## src/rtl/cdb_arbiter.sv

```systemverilog
`default_nettype none
// ============================================================================
// Module      : cdb_arbiter
// Description : Two-source (ALU, LSB) result buffering with round-robin
//               arbitration onto a single registered common data bus.
// Revision    : 1.0 - initial release
// ============================================================================
module cdb_arbiter #(
  parameter int DATA_WIDTH    = 32,
  parameter int ROB_IDX_WIDTH = 4,
  parameter int FIFO_DEPTH    = 2
) (
  input  logic                     clk_in,
  input  logic                     rst_in,
  input  logic                     rdy_in,
  input  logic                     clr_in,
  input  logic                     alu_in_valid,
  input  logic [ROB_IDX_WIDTH-1:0] alu_in_rob_index,
  input  logic [DATA_WIDTH-1:0]    alu_in_result,
  output logic                     alu_in_ready,
  input  logic                     lsb_in_valid,
  input  logic [ROB_IDX_WIDTH-1:0] lsb_in_rob_index,
  input  logic [DATA_WIDTH-1:0]    lsb_in_result,
  output logic                     lsb_in_ready,
  output logic                     cdb_valid,
  output logic [ROB_IDX_WIDTH-1:0] cdb_rob_index,
  output logic [DATA_WIDTH-1:0]    cdb_result,
  output logic                     cdb_src
);

  localparam int PTR_W = (FIFO_DEPTH > 1) ? $clog2(FIFO_DEPTH) : 1;
  localparam int CNT_W = PTR_W + 1;
  localparam logic [CNT_W-1:0] DEPTH_CNT = CNT_W'(FIFO_DEPTH);
  localparam logic SRC_ALU = 1'b0;
  localparam logic SRC_LSB = 1'b1;

  logic                     active;
  logic [1:0]               in_valid;
  logic [1:0]               in_ready;
  logic [1:0]               push;
  logic [1:0]               pop;
  logic [1:0]               nonempty;
  logic [ROB_IDX_WIDTH-1:0] in_rob   [2];
  logic [DATA_WIDTH-1:0]    in_res   [2];
  logic [ROB_IDX_WIDTH-1:0] head_rob [2];
  logic [DATA_WIDTH-1:0]    head_res [2];

  logic                     grant_valid;
  logic                     grant_src;
  logic                     last_grant_q, last_grant_d;
  logic                     cdb_valid_q, cdb_valid_d;
  logic [ROB_IDX_WIDTH-1:0] cdb_rob_q, cdb_rob_d;
  logic [DATA_WIDTH-1:0]    cdb_res_q, cdb_res_d;
  logic                     cdb_src_q, cdb_src_d;

  assign active    = rdy_in && !clr_in;
  assign in_valid  = {lsb_in_valid, alu_in_valid};
  assign in_rob[0] = alu_in_rob_index;
  assign in_rob[1] = lsb_in_rob_index;
  assign in_res[0] = alu_in_result;
  assign in_res[1] = lsb_in_result;

  assign alu_in_ready = in_ready[0];
  assign lsb_in_ready = in_ready[1];

  for (genvar s = 0; s < 2; s++) begin : g_src
    logic [PTR_W-1:0]         head_q, head_d;
    logic [PTR_W-1:0]         tail_q, tail_d;
    logic [CNT_W-1:0]         count_q, count_d;
    logic [ROB_IDX_WIDTH-1:0] rob_mem_q [FIFO_DEPTH];
    logic [ROB_IDX_WIDTH-1:0] rob_mem_d [FIFO_DEPTH];
    logic [DATA_WIDTH-1:0]    res_mem_q [FIFO_DEPTH];
    logic [DATA_WIDTH-1:0]    res_mem_d [FIFO_DEPTH];

    // Ready looks only at the registered count, so a same-cycle pop never frees a slot.
    assign in_ready[s] = active && (count_q < DEPTH_CNT);
    // Index 0 means "no dependency": accepted on the handshake but never stored.
    assign push[s]     = in_valid[s] && in_ready[s] && (in_rob[s] != '0);
    assign nonempty[s] = (count_q != '0);
    assign head_rob[s] = rob_mem_q[head_q];
    assign head_res[s] = res_mem_q[head_q];

    always_comb begin
      head_d    = head_q;
      tail_d    = tail_q;
      count_d   = count_q;
      rob_mem_d = rob_mem_q;
      res_mem_d = res_mem_q;
      if (clr_in) begin
        head_d  = '0;
        tail_d  = '0;
        count_d = '0;
      end else if (rdy_in) begin
        if (push[s]) begin
          rob_mem_d[tail_q] = in_rob[s];
          res_mem_d[tail_q] = in_res[s];
          tail_d            = tail_q + PTR_W'(1);
        end
        if (pop[s]) begin
          head_d = head_q + PTR_W'(1);
        end
        count_d = count_q + CNT_W'(push[s]) - CNT_W'(pop[s]);
      end
    end

    always_ff @(posedge clk_in or negedge rst_in) begin
      if (!rst_in) begin
        head_q  <= '0;
        tail_q  <= '0;
        count_q <= '0;
        for (int i = 0; i < FIFO_DEPTH; i++) begin
          rob_mem_q[i] <= '0;
          res_mem_q[i] <= '0;
        end
      end else begin
        head_q    <= head_d;
        tail_q    <= tail_d;
        count_q   <= count_d;
        rob_mem_q <= rob_mem_d;
        res_mem_q <= res_mem_d;
      end
    end
  end

  always_comb begin
    grant_valid = active && (nonempty != 2'b00);
    grant_src   = (nonempty == 2'b11) ? ~last_grant_q : nonempty[1];
    pop         = 2'b00;
    if (grant_valid) begin
      pop[grant_src] = 1'b1;
    end
  end

  always_comb begin
    last_grant_d = last_grant_q;
    cdb_valid_d  = cdb_valid_q;
    cdb_rob_d    = cdb_rob_q;
    cdb_res_d    = cdb_res_q;
    cdb_src_d    = cdb_src_q;
    if (clr_in) begin
      cdb_valid_d  = 1'b0;
      last_grant_d = SRC_LSB;
    end else if (rdy_in) begin
      if (grant_valid) begin
        cdb_valid_d  = 1'b1;
        cdb_rob_d    = head_rob[grant_src];
        cdb_res_d    = head_res[grant_src];
        cdb_src_d    = grant_src;
        last_grant_d = grant_src;
      end else begin
        cdb_valid_d = 1'b0;
      end
    end
  end

  always_ff @(posedge clk_in or negedge rst_in) begin
    if (!rst_in) begin
      last_grant_q <= SRC_LSB;
      cdb_valid_q  <= 1'b0;
      cdb_rob_q    <= '0;
      cdb_res_q    <= '0;
      cdb_src_q    <= SRC_ALU;
    end else begin
      last_grant_q <= last_grant_d;
      cdb_valid_q  <= cdb_valid_d;
      cdb_rob_q    <= cdb_rob_d;
      cdb_res_q    <= cdb_res_d;
      cdb_src_q    <= cdb_src_d;
    end
  end

  assign cdb_valid     = cdb_valid_q;
  assign cdb_rob_index = cdb_rob_q;
  assign cdb_result    = cdb_res_q;
  assign cdb_src       = cdb_src_q;

endmodule
`default_nettype wire

```

## config.mk

```make
export PLATFORM = sky130hd
export DESIGN_NAME = cdb_arbiter
export DESIGN_NICKNAME = d
export VERILOG_FILES = /design/src/rtl/cdb_arbiter.sv
export SDC_FILE = /design/constraint.sdc
export NUM_CORES = 1
export LEC_CHECK = 0
export ABC_AREA = 1
export BUFFER_PORTS_ARGS = -buffer_cell sky130_fd_sc_hd__buf_2
export CORE_MARGIN = 2
export CORE_UTILIZATION = 55
export CTS_CLUSTER_SIZE = 8
export DETAILED_ROUTE_END_ITERATION = 12
export PLACE_DENSITY = 0.76
export SETUP_SLACK_MARGIN = 0.3
export SLEW_MARGIN = 15
export SYNTH_ARGS = -nofsm -noshare
export SYNTH_HDL_FRONTEND = slang
export SYNTH_SLANG_ARGS = --single-unit
```

## constraint.sdc

```tcl
create_clock -name clk_in -period 5.05 [get_ports clk_in]
set_input_delay 0.7575 -clock clk_in [delete_from_list [all_inputs] [get_ports clk_in]]
set_output_delay 0.7575 -clock clk_in [all_outputs]
set_load 0.01 [all_outputs]
```

==> metrics.md <==
| Metric | Value |
|---|---|
| Status | completed |
| Hpwl dp | 14.7 mm |
| Total number of vias | 8221 |
| Relative slew slack | 40.2% |
| Pwr dens | 456 nW/um^2 |
| I/O Pins | 118 |
| Buffers on Ports | 117 |
| CP Depth | 7 |
| Total power of the final layout | 4.70 mW |
| Sinks on Clock Net | 191 |
| Core Region | 16500 sq um |
| Post-Route Setup TNS | 0 ns |
| Clk Latency, worst-skew pair | 0.43 ns |
| Synthesized area per cell | 7.91 sq um |
| Period utilization | 53.7% |
| Drt first pass iters | 5 |
| Worst EP arrival | 3.03 ns |
| Minimum clock period | 2.71 ns |
| Area Overhead vs Synth | 12.4% |
| Delay-heaviest family, CP | simple AND/OR/NAND/NOR gates |
| Gr usage total | 27.9% |
| Post-Layout Cell Count | 1451 |
| Highest-count cells in the layout ignoring fill and taps | nand2_1 (564), dfrtp_1 (190), nand4_1 (145) |
| Clock root buffer | clkbuf_16 |
| Max Fanout on Critical Path | 36 |
| CTS clk-pin slew, worst paths | 0.07 ns |
| Max Cap Viol | 0 |
| Vias in the first global route | 7593 |
| CTS tree | built |
| Rows | 47 |
| CP peak stage delay | 0.85 ns |
| CP Cell Sequence | buf_2 -> clkinv_2 -> nand2_4 -> nor3_4 -> nand3_2 -> nand2_1 -> nand2_1 |
| Routability cong. | 0.871 |
| Htree depth | 4 |
| Vias per inst | 5.67 |
| Seq/Total Area, Yosys | 52.1% |
| Worst Hold Class | primary input to asynchronous set/reset pin |
| Crit path kind | primary input to flop |
| CTS buffer count | 17 |
| Maximum clock rate | 369 MHz |
| R2R depth | 5 |
| Die ar. | 17700 sq um |
| Final hold vios | 0 |
| DRC Markers | 0 |
| N_diodes | 0 |
| CTS Hold Bufs | 0 |
| Synth Instances | 1159 |
| Worst-Margin Slew | 0.894 ns |
| Pins Over Slew Limit | 0 |
| Initial antenna violation count | 0 |
| Slowest-stage cell, CP | nand3_2 |
| Wire per inst | 16.6 um |
| DRT iter0 DRCs | 763 |
| Startpoint Class | primary input |
| WL final | 24.1 mm |
| Die Y | 133 um |
| Cells after DPL | 1419 |
| Largest net degree at the start of global routing | 97 |
| Yosys reg bits | 191 |
| Cell mode on critical path | nand2_1 |
| Worst setup EP type | flop |
| Mapped cell area | 9170 sq um |
| Horiz. Die Dim | 133 um |
| Starting Density | 55.7% |
| Static Leak | 5.64 nW |
| Setup Skew | 0.00739 ns |
| Worst VDD drop | 0.000291 V |
| Synth warn | 0 |
| Leading cell type in the layout, fill and taps excluded | nand2_1 |
| # resized after CTS | 0 |
| Number of distinct library cells after synthesis | 23 |
| Antenna-violating nets left | 0 |
| Finished Core Util | 62.6% |
| RSZ-0062 raised after global routing | false |
| Layout cells sized above 1 | 14.5% |
| CP bufs+invs | 2 |
| Nets | 1300 |
| First-pass GRT wire length | 39.1 mm |
| Syn_nets | 1241 |
| Post-CTS setup buffer count | 0 |
| Worst endpoint required time | 5.36 ns |
| GRT overflow | 0 |
| Clock buffer depth | 2 |
| Setup violations, final | 0 |
==> Yosys cell counts <==
| library cell | n | area share [%] |
|---|---|---|
| nand3_1 | 114 | 6.2 |
| nor2_1 | 15 | 0.61 |
| buf_1 | 13 | 0.53 |
| nor3_4 | 2 | 0.35 |
| buf_6 | 6 | 0.74 |
| o21ai_0 | 2 | 0.11 |
| nor3_1 | 2 | 0.11 |
| nand3_4 | 1 | 0.19 |
| clkinv_2 | 1 | 0.055 |
| nand2_4 | 1 | 0.12 |
| nand2_1 | 566 | 23 |
| dfrtp_1 | 190 | 52 |
| a21oi_2 | 2 | 0.19 |
| dfstp_2 | 1 | 0.29 |
| inv_1 | 14 | 0.57 |
| nand4_1 | 145 | 9.9 |
| buf_2 | 32 | 1.7 |
| buf_4 | 12 | 0.98 |
| nor3b_1 | 1 | 0.082 |
| ha_1 | 4 | 0.55 |
| clkbuf_1 | 28 | 1.1 |
| nand3_2 | 3 | 0.33 |
| inv_2 | 4 | 0.16 |
==> path summary, 6_finish.rpt <==
check                                       startpoint                      to  slack [ns]
worst max-delay path                            clr_in   g_src[0].res_mem_q[4]        2.34
worst max register to register         g_src[1].tail_q  g_src[1].res_mem_q[34]        2.44
min in group clk_in             g_src[1].res_mem_q[48]  g_src[1].res_mem_q[48]        0.47
max in group asynchronous                       rst_in   g_src[0].rob_mem_q[4]        3.40
worst min register to register  g_src[1].res_mem_q[48]  g_src[1].res_mem_q[48]        0.47
worst min-delay path                            rst_in  g_src[1].res_mem_q[27]        0.42
==> registers in the layout, indices dropped and copies added (netlist names) <==
name             count
cdb_result          32
cdb_rob_index        4
cdb_src              1
cdb_valid            1
g_src.count_q        4
g_src.head_q         2
g_src.res_mem_q    128
g_src.rob_mem_q     16
g_src.tail_q         2
last_grant_q         1
==> per-layer routing <==
layer | global-route usage [%] | wire length, um | up-vias | part of all wire [%]
met3 | 4.15 | 1460 | 46 | 6.0
met5 | 0 | 0 | - | 0
met2 | 44.4 | 11600 | 288 | 48
met4 | 9.93 | 621 | 0 | 2.6
li1 | - | - | 3952 | -
met1 | 39.4 | 10400 | 3935 | 43
==> worst register-to-register path, cell delays in order (launching register included) <==
cell and delay (ns):
dfrtp_1 0.36, buf_4 0.27, inv_2 0.62, nand3_2 0.88, nand2_1 0.28, nand2_1 0.08
==> report_power, final <==
part	internal [mW]	leakage (nW)	switching [mW]
Combinational	0.386	2.90	0.631
Sequential	1.97	2.44	0.270
Clock	0.867	0.306	0.574
Total	3.22	5.64	1.48
==> logic make-up (layout without fill, tap and decap cells) <==
logic type,after synthesis,after routing,share of synthesized area [%]
and+or+nand+nor,850,850,41.1
DFF,191,191,52.1
buffers and inverters,110,182,5.94
adders and majority gates,4,4,0.546
AOI/OAI and AO/OA,4,4,0.300
==> through the flow <==
step	area [sq um]	hold slack [ns]	setup slack (ns)
3_3_place_gp	9680	0.453	1.98
6_report	10300	0.422	2.34
3_5_place_dp	9680	0.458	1.90
5_1_grt	10300	0.487	2.12
2_1_floorplan	9170	0.442	2.86
4_1_cts	10300	0.453	2.36
==> cell type report <==
| class | count | area (sq um) |
|---|---|---|
| clock buffer | 22 | 474 |
| clock inverter | 10 | 159 |
| fill | 1456 | 6160 |
| inverter | 19 | 72.6 |
| multi-input combinational | 858 | 3850 |
| sequential | 191 | 4780 |
| tap | 220 | 275 |
| timing repair buffer | 131 | 697 |
Power figures use the tool's default switching activity.
